### src/rtl/muldiv_unit_pkg.sv
// muldiv_unit_pkg: shared constants for the multiply/divide unit.
// Provides the M-extension opcode encodings, the unit FSM state type and
// small opcode-decoding predicates used by the unit and its testbench.
package muldiv_unit_pkg;

  // Opcodes occupy {2'b10, funct3}, so the low three bits match RV funct3.
  localparam logic [4:0] OpMul    = 5'b10000;
  localparam logic [4:0] OpMulh   = 5'b10001;
  localparam logic [4:0] OpMulhsu = 5'b10010;
  localparam logic [4:0] OpMulhu  = 5'b10011;
  localparam logic [4:0] OpDiv    = 5'b10100;
  localparam logic [4:0] OpDivu   = 5'b10101;
  localparam logic [4:0] OpRem    = 5'b10110;
  localparam logic [4:0] OpRemu   = 5'b10111;

  typedef enum logic [1:0] {
    StIdle,
    StMul,
    StDiv,
    StDone
  } state_e;

  function automatic logic is_mul_op(logic [4:0] op);
    return (op >= OpMul) && (op <= OpMulhu);
  endfunction

  function automatic logic is_div_op(logic [4:0] op);
    return (op >= OpDiv) && (op <= OpRemu);
  endfunction

  // rs1 is treated as signed (for DIV/REM rs2 is signed as well).
  function automatic logic is_signed_op(logic [4:0] op);
    return (op == OpMulh) || (op == OpMulhsu) || (op == OpDiv) || (op == OpRem);
  endfunction

  function automatic logic is_rem_op(logic [4:0] op);
    return (op == OpRem) || (op == OpRemu);
  endfunction

endpackage

### src/rtl/muldiv_unit_div_core.sv
// muldiv_unit_div_core: iterative restoring radix-2 divider on unsigned
// magnitudes, one quotient bit per cycle, N iterations.
// Ports:
//   clk_i, rst_i        clock, synchronous active-high reset
//   start_i             load dividend_i/divisor_i and begin iterating
//   abort_i             drop any in-flight division (wins over start_i)
//   done_o              high for one cycle once quotient/remainder are final
//   quotient_o          unsigned quotient magnitude
//   remainder_o         unsigned remainder magnitude
module muldiv_unit_div_core #(
  parameter int unsigned N = 32
) (
  input  logic         clk_i,
  input  logic         rst_i,
  input  logic         start_i,
  input  logic         abort_i,
  input  logic [N-1:0] dividend_i,
  input  logic [N-1:0] divisor_i,
  output logic         done_o,
  output logic [N-1:0] quotient_o,
  output logic [N-1:0] remainder_o
);

  localparam int unsigned CntW = $clog2(N + 1);

  logic [N-1:0]    rem_q, rem_d;
  logic [N-1:0]    quo_q, quo_d;
  logic [N-1:0]    dvs_q, dvs_d;
  logic [CntW-1:0] cnt_q, cnt_d;
  logic            busy_q, busy_d;
  logic [N:0]      rem_shift;
  logic [N:0]      trial;

  assign done_o      = busy_q && (cnt_q == '0);
  assign quotient_o  = quo_q;
  assign remainder_o = rem_q;

  always_comb begin
    rem_d     = rem_q;
    quo_d     = quo_q;
    dvs_d     = dvs_q;
    cnt_d     = cnt_q;
    busy_d    = busy_q;
    // quo_q doubles as the dividend shift register: its MSB feeds the
    // partial remainder while quotient bits enter at the LSB.
    rem_shift = {rem_q, quo_q[N-1]};
    trial     = rem_shift - {1'b0, dvs_q};
    if (abort_i) begin
      busy_d = 1'b0;
    end else if (start_i) begin
      rem_d  = '0;
      quo_d  = dividend_i;
      dvs_d  = divisor_i;
      cnt_d  = CntW'(N);
      busy_d = 1'b1;
    end else if (done_o) begin
      busy_d = 1'b0;
    end else if (busy_q) begin
      // trial[N] is the borrow: set means the divisor did not fit.
      if (!trial[N]) begin
        rem_d = trial[N-1:0];
        quo_d = {quo_q[N-2:0], 1'b1};
      end else begin
        rem_d = rem_shift[N-1:0];
        quo_d = {quo_q[N-2:0], 1'b0};
      end
      cnt_d = cnt_q - CntW'(1);
    end
  end

  always_ff @(posedge clk_i) begin
    if (rst_i) begin
      rem_q  <= '0;
      quo_q  <= '0;
      dvs_q  <= '0;
      cnt_q  <= '0;
      busy_q <= 1'b0;
    end else begin
      rem_q  <= rem_d;
      quo_q  <= quo_d;
      dvs_q  <= dvs_d;
      cnt_q  <= cnt_d;
      busy_q <= busy_d;
    end
  end

endmodule

### src/rtl/muldiv_unit.sv
// muldiv_unit: multi-cycle RV32M/RV64M multiply/divide unit.
// Ports:
//   clock, reset          clock, synchronous active-high reset
//   in_valid/in_ready     request handshake; op, inA (rs1), inB (rs2)
//   flush                 squash any in-flight or pending operation
//   out_valid/out_ready   result handshake; out holds the result
//   div_by_zero           divide/remainder by zero, qualified by out_valid
module muldiv_unit
  import muldiv_unit_pkg::*;
#(
  parameter int unsigned N = 32
) (
  input  logic         clock,
  input  logic         reset,
  input  logic         in_valid,
  output logic         in_ready,
  input  logic [4:0]   op,
  input  logic [N-1:0] inA,
  input  logic [N-1:0] inB,
  input  logic         flush,
  output logic         out_valid,
  input  logic         out_ready,
  output logic [N-1:0] out,
  output logic         div_by_zero
);

  localparam logic [N-1:0] MinNeg = {1'b1, {(N-1){1'b0}}};

  state_e       state_q, state_d;
  logic [4:0]   op_q, op_d;
  logic [N-1:0] a_q, a_d, b_q, b_d;
  logic [N-1:0] out_q, out_d;
  logic         dbz_q, dbz_d;
  logic         in_ready_q, in_ready_d;
  logic         out_valid_q, out_valid_d;

  // Request-side sign handling feeds the divider directly at accept time.
  logic         in_signed, in_a_neg, in_b_neg, in_ovf;
  logic [N-1:0] a_mag, b_mag;
  logic         div_start, div_done;
  logic [N-1:0] div_quo, div_rem;

  // Multiply path works on the latched operands during StMul.
  logic         mul_sa, mul_sb;
  logic [2*N-1:0] a_wide, b_wide, product;
  logic         q_neg, r_neg;

  assign in_signed = is_signed_op(op);
  assign in_a_neg  = in_signed && inA[N-1];
  assign in_b_neg  = in_signed && inB[N-1];
  assign a_mag     = in_a_neg ? -inA : inA;
  assign b_mag     = in_b_neg ? -inB : inB;
  assign in_ovf    = in_signed && (inA == MinNeg) && (inB == '1);

  // Sign-extending to 2N bits lets one unsigned multiplier serve all forms.
  assign mul_sa  = is_signed_op(op_q);
  assign mul_sb  = (op_q == OpMulh);
  assign a_wide  = {{N{mul_sa & a_q[N-1]}}, a_q};
  assign b_wide  = {{N{mul_sb & b_q[N-1]}}, b_q};
  assign product = a_wide * b_wide;

  assign q_neg = is_signed_op(op_q) && (a_q[N-1] ^ b_q[N-1]);
  assign r_neg = is_signed_op(op_q) && a_q[N-1];

  muldiv_unit_div_core #(
    .N (N)
  ) u_div_core (
    .clk_i       (clock),
    .rst_i       (reset),
    .start_i     (div_start),
    .abort_i     (flush),
    .dividend_i  (a_mag),
    .divisor_i   (b_mag),
    .done_o      (div_done),
    .quotient_o  (div_quo),
    .remainder_o (div_rem)
  );

  always_comb begin
    state_d   = state_q;
    op_d      = op_q;
    a_d       = a_q;
    b_d       = b_q;
    out_d     = out_q;
    dbz_d     = dbz_q;
    div_start = 1'b0;
    if (flush) begin
      state_d = StIdle;
    end else begin
      case (state_q)
        StIdle: begin
          if (in_valid && (is_mul_op(op) || is_div_op(op))) begin
            op_d = op;
            a_d  = inA;
            b_d  = inB;
            if (is_mul_op(op)) begin
              state_d = StMul;
            end else if (inB == '0) begin
              out_d   = is_rem_op(op) ? inA : '1;
              dbz_d   = 1'b1;
              state_d = StDone;
            end else if (in_ovf) begin
              out_d   = is_rem_op(op) ? '0 : inA;
              dbz_d   = 1'b0;
              state_d = StDone;
            end else begin
              div_start = 1'b1;
              state_d   = StDiv;
            end
          end
        end
        StMul: begin
          out_d   = (op_q == OpMul) ? product[N-1:0] : product[2*N-1:N];
          dbz_d   = 1'b0;
          state_d = StDone;
        end
        StDiv: begin
          if (div_done) begin
            if (is_rem_op(op_q)) begin
              out_d = r_neg ? -div_rem : div_rem;
            end else begin
              out_d = q_neg ? -div_quo : div_quo;
            end
            dbz_d   = 1'b0;
            state_d = StDone;
          end
        end
        StDone: begin
          if (out_ready) begin
            state_d = StIdle;
          end
        end
        default: state_d = StIdle;
      endcase
    end
    in_ready_d  = (state_d == StIdle);
    out_valid_d = (state_d == StDone);
  end

  always_ff @(posedge clock) begin
    if (reset) begin
      state_q     <= StIdle;
      op_q        <= '0;
      a_q         <= '0;
      b_q         <= '0;
      out_q       <= '0;
      dbz_q       <= 1'b0;
      in_ready_q  <= 1'b1;
      out_valid_q <= 1'b0;
    end else begin
      state_q     <= state_d;
      op_q        <= op_d;
      a_q         <= a_d;
      b_q         <= b_d;
      out_q       <= out_d;
      dbz_q       <= dbz_d;
      in_ready_q  <= in_ready_d;
      out_valid_q <= out_valid_d;
    end
  end

  assign in_ready    = in_ready_q;
  assign out_valid   = out_valid_q;
  assign out         = out_q;
  assign div_by_zero = dbz_q;

endmodule

### config.mk
export PLATFORM = sky130hd
export DESIGN_NAME = muldiv_unit
export DESIGN_NICKNAME = d
export VERILOG_FILES = /design/src/rtl/muldiv_unit_pkg.sv /design/src/rtl/muldiv_unit_div_core.sv /design/src/rtl/muldiv_unit.sv
export SDC_FILE = /design/constraint.sdc
export NUM_CORES = 2
export LEC_CHECK = 0
export ABC_AREA = 1
export CAP_MARGIN = 10
export CORE_ASPECT_RATIO = 0.5
export CORE_MARGIN = 10
export CORE_UTILIZATION = 40
export DETAILED_ROUTE_END_ITERATION = 6
export PLACE_DENSITY = 0.58
export SYNTH_ARGS = -nofsm -noshare
export SYNTH_HDL_FRONTEND = slang
export SYNTH_SLANG_ARGS = --single-unit
### constraint.sdc
create_clock -name clock -period 7.2 [get_ports clock]
set_input_delay 1.44 -clock clock [delete_from_list [all_inputs] [get_ports clock]]
set_output_delay 1.44 -clock clock [all_outputs]
set_load 0.05 [all_outputs]
==> results.md <==
- Outcome: complete, but fails checks
- Failing checks: setup timing
- CTS tree: yes
- R2R Setup Slk: -0.40 ns
- First-pass DRT Iterations: 6
- Max Fanout on Critical Path: 6
- Congestion Overflow GR: 0
- Worst EP arrival: 8.15 ns
- Sw Share: 0.385
- Clock latency on the worst-skew pair: ~0.63 ns
- Vias per cell: roughly 5.2
- Drt drc: 0
- Async SR Flop Fraction: 0
- Synth warn: 0
- Starting density of the core: 0.405
- CTS Root Cell: clkbuf_16
- Final setup fails: 30
- Worst R2R End: out[16]$_SDFFE_PP0P_
- Die ar.: 0.156 mm2
- Flops & latches, synth: 209
- Ys flop type: dfxtp_1
- Switching power: ~0.0017 W
- Internal power: 0.00267 W
- Critical Path RT: 7.75 ns
- Routability cong.: around 1
- Tmin final: roughly 7.6 ns
- Post-synth EDFFs: 0
- DR WL/cell: 21.9 um
- Final worst-path cycle share: 1.06
- Maxcap violations: 0
- First-pass GRT wire length: 325000 um
- Cell row count: 96
- Most Crowded Layer GR: met2
- Fraction of layout cells with a size suffix above 1: 0.206
- Post-Route WL: 221000 um
- Clock transition at path regs: 0.07 ns
- Most frequent cell after synthesis: inv_1
- Area of the mapped netlist: 0.0558 mm2
- Most frequent CP cell: fa_1
- Initial antenna violation count: 6
- Comb pwr share: 0.343
- Fin nets: 9662
- Syn avg cell area: between 7 and 8 um2
- Most frequent cells after synthesis: 1882 x inv_1, 1839 x nand2_1, 1115 x fa_1
- Reg2Reg Depth: 38
- Register area share after synthesis: 0.0750
- Worst Hold Class: reg2reg
- Power per cell area: 62.2 mW/mm2
- Fmax: 0.132 GHz
- Synth cell types: ~60
- Final Skew: between 0.02 and 0.03 ns
- Core Box Area: 0.138 mm2
- M2 GR Usage: 0.416
- Max Slew Vio Count: 0
- Final WS setup: -0.400 ns
- CTS buffer count: 28
- Sink Count: ~210
- Aggregate negative setup slack: -7.74 ns
- Top cell type's share of synthesized area: 0.400
- Min-delay src: u_div_core.dvs_q[2]$_SDFFE_PP0P_
- Crit-path slowest cell: fa_2
- Final Power: 0.00435 W
- Port Buf Inserts: 108
- Initial drt markers: 4870
- Worst VDD drop: 0.000174 V
- Largest net degree at the start of global routing: 65
- Fin util: 0.507
- Synthesis-to-finish area growth: 25.3%
- Seq pwr share: 0.277
- Cells taking the most area after synthesis: fa_1 40%, inv_1 13%, nand2_1 12%
- Cell Count Post-Placement: roughly 10000
- Setup slack at placement: -0.738 ns
- Vias after detailed routing: 52100
- Hold Path Depth: 2
- Htree depth: 1
- RR Startpoint: op_q[0]$_SDFFE_PP0P_
- Top cell type by total area after synthesis: fa_1
- Maximum clock insertion buffer count: 3
- Gate Count Post-Synth: 7634
- Chip width: 548 um
- Worst setup EP type: register
- Vias in the first global route: 51900
- Endpoint, Worst Hold: u_div_core.dvs_q[2]$_SDFFE_PP0P_
- Clock share of power: 0.380
- Worst slew margin: 0.224
- Endpoints failing hold: 0
- IO Pins: 109
- Leak: 35.7 nW
- CP peak stage delay: ~0.6 ns
- Synth Net Count: approximately 9100
- Measured slew at the worst slew-check pin: 1.16 ns
- Die Y: 284 um
- Critical path class: reg2reg
- Fin cells: 10100
- CP Launch Type: register
- Global-route met3 utilization: 0.0484
- Global Route met1 Usage: 0.391
- Total global-route track usage: 0.272
- RSZ-0062 raised after global routing: true
- Antenna Nets Post-Route: 0
- Post-DP HPWL: 181000 um
registers in the layout (all words and copies together) (netlist names):
name / flops
div_by_zero: 1
u_div_core.remainder_o: 32
op_q: 5
state_q: 2
u_div_core.cnt_q: 6
u_div_core.dvs_q: 32
out_valid: 1
in_ready: 1
a_q: 32
b_q: 32
u_div_core.busy_q: 1
out: 32
u_div_core.quotient_o: 32
critical path, delay by kind of cell (launching register included):
| family | cells | cell delay, ns |
|---|---|---|
| AO/OA/AOI/OAI | 1 | 0.12 |
| buffers and inverters | 11 | 0.94 |
| flip-flops | 1 | 0.33 |
| adder cells (fa/ha/maj) | 9 | 4.34 |
| AND/OR/NAND/NOR | 17 | 1.73 |
cell families after synthesis:
family | share of synthesized area
adder cells (fa/ha/maj) | 0.460
flip-flops | 0.0750
buffers and inverters | 0.158
XOR/XNOR | 0.0155
AND/OR/NAND/NOR | 0.208
AO/OA/AOI/OAI | 0.0832
worst max path at each step:
stage,depth (start not counted),from,endpoint
floorplan,37,op_q[3]$_SDFFE_PP0P_,out[31]$_SDFFE_PP0P_
global placement,32,op_q[3]$_SDFFE_PP0P_,out[16]$_SDFFE_PP0P_
detailed placement,35,op_q[3]$_SDFFE_PP0P_,out[30]$_SDFFE_PP0P_
CTS,37,op_q[3]$_SDFFE_PP0P_,out[24]$_SDFFE_PP0P_
global route,39,op_q[3]$_SDFFE_PP0P_,out[16]$_SDFFE_PP0P_
finish,38,op_q[0]$_SDFFE_PP0P_,out[16]$_SDFFE_PP0P_
power by group through the flow:
stage / Clock (W) / Sequential, W / Combinational [W]
3_3_place_gp: 0 / 0.00123 / 0.00131
4_1_cts: 0.00166 / 0.00120 / 0.00138
3_5_place_dp: 0 / 0.00123 / 0.00131
5_1_grt: 0.00171 / 0.00121 / 0.00159
2_1_floorplan: 0 / 0.00122 / 0.000686
6_report: 0.00165 / 0.00120 / 0.00149
final cells by class:
class	instances	area (um2)
Antenna cell	8	20.0
Clock buffer	34	753
Clock inverter	18	284
Fill cell	13500	67900
Inverter	1899	7190
Multi-Input combinational cell	5140	45900
Sequential cell	209	4250
Tap cell	1862	2330
Timing Repair Buffer	929	9130
timing repair:
action / CTS / global route
hold buffers: 0 / 0
setup endpoints to repair: 32 / 32
gates cloned: 0 / 15
resized for setup: 543 / 403
setup buffers: 24 / 67
pin swaps: 200 / 231
metal layers:
layer,vias to the layer above,routed length (um)
met4,2,7710
met5,-,13
li1,23600,-
met3,316,23500
met1,26000,96000
met2,2162,93900
metrics by stage:
step                      hold WS (ns)  instance area, um2
after global placement           0.452               64300
after floorplan                  0.426               55900
after CTS                        0.463               67600
after global routing             0.489               69900
final                            0.460               69900
after detailed placement         0.453               64300
cell usage in the layout, fill, tap and decap left out, types with 63 or more instances in the layout:
cell type        count
a21oi_1            262
a21oi_2             92
buf_12             111
buf_4              640
clkdlybuf4s50_1    107
dfxtp_1            181
fa_1              1054
ha_1               225
inv_1             1786
inv_2               98
nand2_1           1718
nand2_2            137
nand3_1            220
nand3_2             63
nor2_1             344
nor2_4              75
o21ai_0            250
o21ai_1             94
No activity file was read; power rests on OpenSTA's default activity.
